### src/rtl/sd_seq_pkg.sv
// Shared types and helpers for the SD block read sequencer.
package sd_seq_pkg;

  typedef enum logic [1:0] {
    ST_IDLE      = 2'd0,
    ST_ISSUE     = 2'd1,
    ST_WAIT_DONE = 2'd2,
    ST_ADVANCE   = 2'd3
  } seq_state_e;

  // Width needed to hold a byte count from 0 up to and including block_bytes.
  function automatic int unsigned cnt_width(input int unsigned block_bytes);
    return $clog2(block_bytes + 1);
  endfunction

endpackage

### src/rtl/sd_byte_fifo.sv
// Small synchronous byte FIFO; a push into a full FIFO succeeds only with a same-cycle pop.
module sd_byte_fifo #(
  parameter int unsigned DEPTH = 16,
  parameter int unsigned WIDTH = 8
) (
  input  logic             clock,
  input  logic             reset,
  input  logic             push,
  input  logic [WIDTH-1:0] push_data,
  input  logic             pop_ready,
  output logic [WIDTH-1:0] rd_data_c,
  output logic             empty,
  output logic             push_ok_c
);

  localparam int unsigned AW = $clog2(DEPTH);
  localparam int unsigned CW = AW + 1;

  logic [WIDTH-1:0] mem [DEPTH];
  logic [AW-1:0]    wr_ptr;
  logic [AW-1:0]    rd_ptr;
  logic [CW-1:0]    count;
  logic [CW-1:0]    count_next_c;
  logic             full;
  logic             pop_c;

  assign pop_c     = pop_ready && !empty;
  assign push_ok_c = push && (!full || pop_c);
  // Head is forced to zero while empty so the output reads 0 out of reset.
  assign rd_data_c = empty ? '0 : mem[rd_ptr];

  // Occupancy after this cycle's accepted push and pop.
  always_comb begin
    count_next_c = count;
    if (push_ok_c && !pop_c) begin
      count_next_c = count + CW'(1);
    end else if (!push_ok_c && pop_c) begin
      count_next_c = count - CW'(1);
    end
  end

  // Pointers, occupancy and registered full/empty flags.
  always_ff @(posedge clock or posedge reset) begin
    if (reset) begin
      wr_ptr <= '0;
      rd_ptr <= '0;
      count  <= '0;
      empty  <= 1'b1;
      full   <= 1'b0;
    end else begin
      count <= count_next_c;
      empty <= (count_next_c == '0);
      full  <= (count_next_c == CW'(DEPTH));
      if (push_ok_c) wr_ptr <= wr_ptr + AW'(1);
      if (pop_c)     rd_ptr <= rd_ptr + AW'(1);
    end
  end

  // Storage; contents need no reset since empty gates the output.
  always_ff @(posedge clock) begin
    if (push_ok_c) mem[wr_ptr] <= push_data;
  end

endmodule

### src/rtl/sd_block_sequencer.sv
// Walks the card address space issuing block reads, counts/checksums bytes, queues them downstream.
module sd_block_sequencer
  import sd_seq_pkg::*;
#(
  parameter int unsigned       ADDR_W      = 32,
  parameter int unsigned       STRIDE      = 256,
  parameter logic [ADDR_W-1:0] ADDR_LAST   = ADDR_W'(32'h00FF_FF00),
  parameter int unsigned       BLOCK_BYTES = 512,
  parameter int unsigned       FIFO_DEPTH  = 16
) (
  input  logic              clock,
  input  logic              reset,
  input  logic              start,
  input  logic              loop_mode,
  input  logic              halt,
  output logic [ADDR_W-1:0] sd_addr,
  output logic              sd_begin_read,
  input  logic              sd_idle,
  input  logic              sd_valid_read,
  input  logic [7:0]        sd_byte,
  output logic [7:0]        out_data,
  output logic              out_valid,
  input  logic              out_ready,
  output logic              busy,
  output logic              overflow,
  output logic              short_block,
  output logic [15:0]       blocks_done,
  output logic [15:0]       checksum
);

  localparam int unsigned CNT_W = cnt_width(BLOCK_BYTES);

  seq_state_e       state;
  logic [CNT_W-1:0] byte_cnt;
  logic [15:0]      run_sum;
  logic [CNT_W-1:0] cnt_upd_c;
  logic [15:0]      sum_upd_c;
  logic             push_c;
  logic             fifo_empty;
  logic             fifo_push_ok_c;

  assign push_c    = (state == ST_WAIT_DONE) && sd_valid_read;
  assign out_valid = ~fifo_empty;

  // Byte counter (saturating) and running sum including this cycle's strobe.
  always_comb begin
    cnt_upd_c = byte_cnt;
    sum_upd_c = run_sum;
    if (push_c) begin
      if (byte_cnt != CNT_W'(BLOCK_BYTES)) cnt_upd_c = byte_cnt + CNT_W'(1);
      sum_upd_c = run_sum + 16'(sd_byte);
    end
  end

  // Sequencer FSM with address, counters, checksum and sticky error flags.
  always_ff @(posedge clock or posedge reset) begin
    if (reset) begin
      state         <= ST_IDLE;
      sd_addr       <= '0;
      sd_begin_read <= 1'b0;
      busy          <= 1'b0;
      overflow      <= 1'b0;
      short_block   <= 1'b0;
      blocks_done   <= '0;
      checksum      <= '0;
      byte_cnt      <= '0;
      run_sum       <= '0;
    end else begin
      byte_cnt <= cnt_upd_c;
      run_sum  <= sum_upd_c;
      if (push_c && !fifo_push_ok_c) overflow <= 1'b1;

      case (state)
        ST_IDLE: begin
          if (start) begin
            sd_addr       <= '0;
            byte_cnt      <= '0;
            run_sum       <= '0;
            overflow      <= 1'b0;
            short_block   <= 1'b0;
            sd_begin_read <= 1'b1;
            busy          <= 1'b1;
            state         <= ST_ISSUE;
          end
        end

        ST_ISSUE: begin
          if (!sd_idle) begin
            sd_begin_read <= 1'b0;
            state         <= ST_WAIT_DONE;
          end
        end

        ST_WAIT_DONE: begin
          if (sd_idle) begin
            if (cnt_upd_c == CNT_W'(BLOCK_BYTES)) begin
              checksum    <= sum_upd_c;
              blocks_done <= blocks_done + 16'd1;
              state       <= ST_ADVANCE;
            end else begin
              short_block <= 1'b1;
              busy        <= 1'b0;
              state       <= ST_IDLE;
            end
          end
        end

        ST_ADVANCE: begin
          byte_cnt <= '0;
          run_sum  <= '0;
          if (halt) begin
            busy  <= 1'b0;
            state <= ST_IDLE;
          end else if (sd_addr >= ADDR_LAST) begin
            sd_addr <= '0;
            if (loop_mode) begin
              sd_begin_read <= 1'b1;
              state         <= ST_ISSUE;
            end else begin
              busy  <= 1'b0;
              state <= ST_IDLE;
            end
          end else begin
            sd_addr       <= sd_addr + ADDR_W'(STRIDE);
            sd_begin_read <= 1'b1;
            state         <= ST_ISSUE;
          end
        end

        default: begin
          busy          <= 1'b0;
          sd_begin_read <= 1'b0;
          state         <= ST_IDLE;
        end
      endcase
    end
  end

  // Output byte queue toward the downstream consumer.
  sd_byte_fifo #(
    .DEPTH(FIFO_DEPTH),
    .WIDTH(8)
  ) u_fifo (
    .clock     (clock),
    .reset     (reset),
    .push      (push_c),
    .push_data (sd_byte),
    .pop_ready (out_ready),
    .rd_data_c (out_data),
    .empty     (fifo_empty),
    .push_ok_c (fifo_push_ok_c)
  );

endmodule

### config.mk
export PLATFORM = sky130hd
export DESIGN_NAME = sd_block_sequencer
export DESIGN_NICKNAME = d
export VERILOG_FILES = /design/src/rtl/sd_seq_pkg.sv /design/src/rtl/sd_byte_fifo.sv /design/src/rtl/sd_block_sequencer.sv
export SDC_FILE = /design/constraint.sdc
export NUM_CORES = 1
export LEC_CHECK = 0
export CAP_MARGIN = 25
export CELL_PAD_IN_SITES_DETAIL_PLACEMENT = 0
export CELL_PAD_IN_SITES_GLOBAL_PLACEMENT = 1
export CORE_MARGIN = 2
export CORE_UTILIZATION = 48
export DETAILED_ROUTE_END_ITERATION = 10
export PLACE_DENSITY_LB_ADDON = 0.1
export SLEW_MARGIN = 40
export SYNTH_ARGS = -nofsm -noshare
export SYNTH_HDL_FRONTEND = slang
export SYNTH_SLANG_ARGS = --single-unit
### constraint.sdc
create_clock -name clock -period 4.58 [get_ports clock]
set_input_delay 0.916 -clock clock [delete_from_list [all_inputs] [get_ports clock]]
set_output_delay 0.916 -clock clock [all_outputs]
set_load 0.01 [all_outputs]
# After elaboration in Yosys (flattened, before gate mapping)
# Memories as Yosys holds them, arrays and structs flattened.
# Cells that the tools add are included.
[word_totals]
mem_bits_rw = 128
reg_bits = 111
elab_cells = 106
mem_count = 1
rom_bits = 0
in_bits = 16
latchBits = 0
[mem_list]
columns = ["name", "words", "word_bits", "rd", "rd_ports_with_merged_regs", "wr", "line_no", "source"]
rows = [
  ["u_fifo.mem", 16, 8, 1, 0, 1, "sd_byte_fifo.sv:19", "logic [WIDTH-1:0] mem [DEPTH];"],
]
[op_classes]
reduce_logical = 23
eq_ne = 14
addsub = 8
multipliers = 0
div = 0
bitwise_logic = 1
n_mux = 43
n_shift = 0
n_lt_le_gt_ge = 1
[op_table]
columns = ["cell", "n"]
rows = [
  ["$mux W32", 3],
  ["$pmux W32 S2", 1],
  ["$add A32 B9 Y32 const B", 1],
  ["$ge A32 B24 Y1 const B", 1],
  ["$mux W16", 2],
  ["$pmux W16 S2", 1],
  ["$mux W10", 3],
  ["$pmux W10 S2", 1],
  ["$mux W1", 19],
  ["$add A16 B1 Y16 const B", 1],
  ["$add A16 B8 Y16", 1],
  ["$mux W2", 6],
  ["$add A10 B1 Y10 const B", 1],
  ["$eq A10 B10 Y1 const B", 1],
  ["$mux W5", 2],
  ["$ne A10 B10 Y1 const B", 1],
  ["$ne A2 B2 Y1 const B", 5],
  ["$ne A3 B3 Y1 const B", 3],
  ["$reduce_and A3 Y1", 3],
  ["$add A4 B1 Y4 const B", 2],
  ["$mux W8", 1],
  ["$pmux W2 S4", 1],
  ["$logic_and A1 B1 Y1", 6],
  ["$pmux W1 S3", 2],
  ["other kinds (16)", 22],
]

# Depth between registers and ports, before layout
[logic_depth]
word_depth = 9
mapped_depth = 12
mapped_depth_nobuf = 9

# Hierarchy
# From an unflattened synthesis, not the netlist that was laid out.
[unflattened]
cells_unflattened = 778
area_unflattened_um2 = 10556.4
[modules_own_cells]
columns = ["mod", "cells_each", "seq_area_each_um2", "area_per_inst_um2", "n_inst"]
rows = [
  ["sd_byte_fifo", 300, 4220.3, 5819.3, 1],
  ["sd_block_sequencer", 478, 2202.1, 4737.0, 1],
]

# Least setup slack after synthesis
# Ideal clock, no wire load.
[synth_timing]
kind = "register -> output"
from = "register u_fifo.rd_ptr[0]"
to = "output port out_data[0]"
arrival_ns = 2.132
path_slack_ns = 1.532
path_buffers = 2
path_stages_with_launch = 6
cell_sequence = "dfrtp_1 -> clkbuf_1 -> buf_2 -> mux4_2 -> mux4_2 -> and2_1"
[synth_via]
elab_chain_cells = 2
[synth_lines]
columns = ["element", "line_no", "source"]
rows = [
  ["start: declaration", "sd_byte_fifo.sv:21", "logic [AW-1:0] rd_ptr;"],
  ["start signal: assignment", "sd_byte_fifo.sv:55", "if (pop_c) rd_ptr <= rd_ptr + AW'(1);"],
  ["$mem_v2 Z16 W8", "--", ""],
  ["$mux W8", "sd_byte_fifo.sv:30", "assign rd_data_c = empty ? '0 : mem[rd_ptr];"],
  ["end: declaration", "sd_block_sequencer.sv:21", "output logic [7:0] out_data,"],
]
# Every way passes these cells.

# Final worst setup path
[layout_timing]
from = "register u_fifo.rd_ptr[0]"
to = "output port out_data[6]"
# The elaborated chain is that of the path after synthesis.

==> results.txt <==
Layout cells sized above 1: 13.7%
PD cells: 534 nW/um^2
Max-slew headroom: 46.8%
Multi-input logic area: 3800 um^2
Static Leak: 0.00470 uW
Clk_lat worst skew: 0.52 ns
Crit share post-route: 88.2%
# clock sinks: 231
Fin Clk Skew: 0.0196 ns
Vias in the first global route: 6753
Detailed Route Iter0 Violations: 436
Initial core utilization: 48.5%
Synthesis Warnings: 0
Number of fillers in the final layout: 1742
Post-route ant nets: 0
Via density: 5.74
RSZ-0062 raised after global routing: false
CP Max Fanout: 13
Post-layout min period: 4.04 ns
Core footprint: 21600 um^2
Max-cap viol count: 0
Die height: 152 um
CP Class: reg -> out
Worst endpoint required time: 3.66 ns
Worst-case clock buffer depth: 3
Gr ovfl total: 0
Post-CTS Setup Bufs: 0
Fin util: 57.4%
Final setup viols: 0
Worst slew pin tran: 0.791 ns
Wire per inst: 20.7 um
Ant diodes: 0
H-tree depth: 1
# IOs: 93
Dpl hpwl: 15600 um
Cell Rows: 54
DRT Pass-1 Iters: 5
Post-synth top flop: edfxtp_1
Number of remaining DRC errors: 0
Routed via count: 6526
Reg2reg setup slack: 1.52 ns
Number of synthesized register bits: 231
Fin. Hold Viols: 0
Crit. End Element: primary output
Hold Path Depth: 1
Post-synthesis cell count: 751
CTS clk-pin slew, worst paths: 0.06 ns
Reg2Reg Launch Point: state[0]$_DFFE_PP0P_
Reg area: 6420 um^2
Post-Syn Area: 10500 um^2
IO buf count: 84
Maximum vdd drop: 321 uV
Initial antenna violation count: 0
Largest net degree at the start of global routing: 79
Fmax achieved: 0.248 GHz
Overall global routing resource usage: 20.6%
CTS buffer count: 25
Synth cell types: 63
Worst setup SP type: flop
CTS tree: yes
RePlAce Congestion: 0.815
Setup TNS Final: 0 ns
Most frequent cells in the layout: edfxtp_1, dfrtp_1, clkdlybuf4s50_1
R2R Path End: u_fifo.mem[3][7]$_DFFE_PP_
Nets: 878
Die X: 152 um
EDFF count, synth: 128
Async SR Flop Fraction: 44.6%
Hold Startpoint: blocks_done[15]$_DFFE_PP0P_
Post-CTS sizing: 0
Commonest non-fill, non-tap cell in the layout: edfxtp_1
Hold Path End: blocks_done[15]$_DFFE_PP0P_
Sequential share of the synthesized area: 61.2%
Area of the die: 23000 um^2
Status: finished, final reports clean
DRT Wirelength: 23600 um
Worst Reg-to-Reg Cells: 8
Max-slew violation count: 0
WP data arrival: 3.12 ns
Area growth syn-to-layout: 18.3%
Hold WC Path Type: reg -> reg
CTS Root Cell: clkbuf_16
Syn Area/Cell: 14.0 um^2
Hold Buf Count CTS: 0
First-pass GRT wire length: 37800 um
## critical path, stage by stage (launching register included)
cell and delay [ns]:
dfrtp_2 0.64, buf_4 0.32, mux4_2 0.54, mux4_2 0.47, and2_1 0.17, clkdlybuf4s50_1 0.47
## per-stage QoR
stage,hold WS (ns),cell area [um^2],worst slack [ns],total power (uW),std cells
floorplan,0.446,10500,0.962,4010,758
global placement,0.459,11600,0.617,4640,1091
detailed placement,0.460,11600,0.523,4710,1091
CTS,0.474,12400,0.463,6700,1137
global route,0.505,12400,0.409,6980,1137
finish,0.472,12400,0.543,6620,1137
## synthesized netlist by cell type (all sizes together) (16+ instances only)
| library cell | number | area, um^2 |
|---|---|---|
| and2 | 39 | 244 |
| nand2 | 42 | 158 |
| a21oi | 26 | 134 |
| edfxtp | 128 | 3840 |
| o21ai | 28 | 140 |
| nor2 | 35 | 131 |
| nor3 | 16 | 80.1 |
| mux4 | 40 | 901 |
| inv | 23 | 86.3 |
| clkbuf | 18 | 67.6 |
| xnor2 | 19 | 166 |
| dfrtp | 102 | 2550 |
| xor2 | 33 | 289 |
| buf | 22 | 145 |
| ha | 23 | 288 |
## logic make-up (layout without fill, tap and decap cells)
| kind of cell | after synthesis | count (layout) | synth area share [%] |
|---|---|---|---|
| AO/OA/AOI/OAI | 100 | 100 | 5.95 |
| XOR/XNOR | 52 | 52 | 4.34 |
| adder cells (fa/ha/maj) | 24 | 24 | 2.93 |
| buffers and inverters | 63 | 162 | 2.85 |
| flip-flops | 231 | 231 | 61.2 |
| multiplexers | 55 | 55 | 10.3 |
| other | 1 | 8 | 0.0358 |
| AND/OR/NAND/NOR | 225 | 225 | 12.4 |
## worst max path at each step
stage | end | startpoint | cells after the start | slack [ns]
finish | out_data[6] | u_fifo.rd_ptr[0]$_DFFE_PP0P_ | 5 | 0.54
global route | out_data[2] | u_fifo.rd_ptr[0]$_DFFE_PP0P_ | 5 | 0.41
CTS | out_data[6] | u_fifo.rd_ptr[0]$_DFFE_PP0P_ | 5 | 0.46
detailed placement | checksum[11]$_DFFE_PP0P_ | sd_byte[1] | 8 | 0.52
global placement | checksum[13]$_DFFE_PP0P_ | sd_byte[1] | 8 | 0.62
floorplan | blocks_done[0]$_DFFE_PP0P_ | reset | 1 | 0.96
## layer usage
layer / global-route usage (%) / routed length, um / up-vias
met4: 5.30 / 402 / 0
met5: 0 / 0 / -
met2: 36.0 / 12200 / 175
met1: 27.4 / 9890 / 3330
li1: - / - / 2985
met3: 2.80 / 1040 / 36
## registers in the layout (all words and copies together), names as in the netlist, 2 cells and up
name / cells
byte_cnt: 10
u_fifo.wr_ptr: 4
sd_addr: 24
u_fifo.count: 5
state: 2
blocks_done: 16
checksum: 16
run_sum: 16
u_fifo.rd_ptr: 4
u_fifo.mem: 128
## cell type report
class / count / area share, %
sequential: 231 / 51.8
clock buffer: 28 / 5.13
multi-input combinational: 464 / 30.6
timing repair buffer: 93 / 7.52
tap: 280 / 2.82
clock inverter: 18 / 1.37
inverter: 23 / 0.736
## power by group
| part | internal, uW | total [uW] | leakage, uW | switching [uW] |
|---|---|---|---|---|
| clock | 1170 | 1970 | 0.000390 | 803 |
| sequential | 2370 | 2590 | 0.00255 | 213 |
| combinational | 999 | 2060 | 0.00176 | 1060 |
| total | 4540 | 6620 | 0.00470 | 2080 |
No activity file was read; power rests on OpenSTA's default activity.
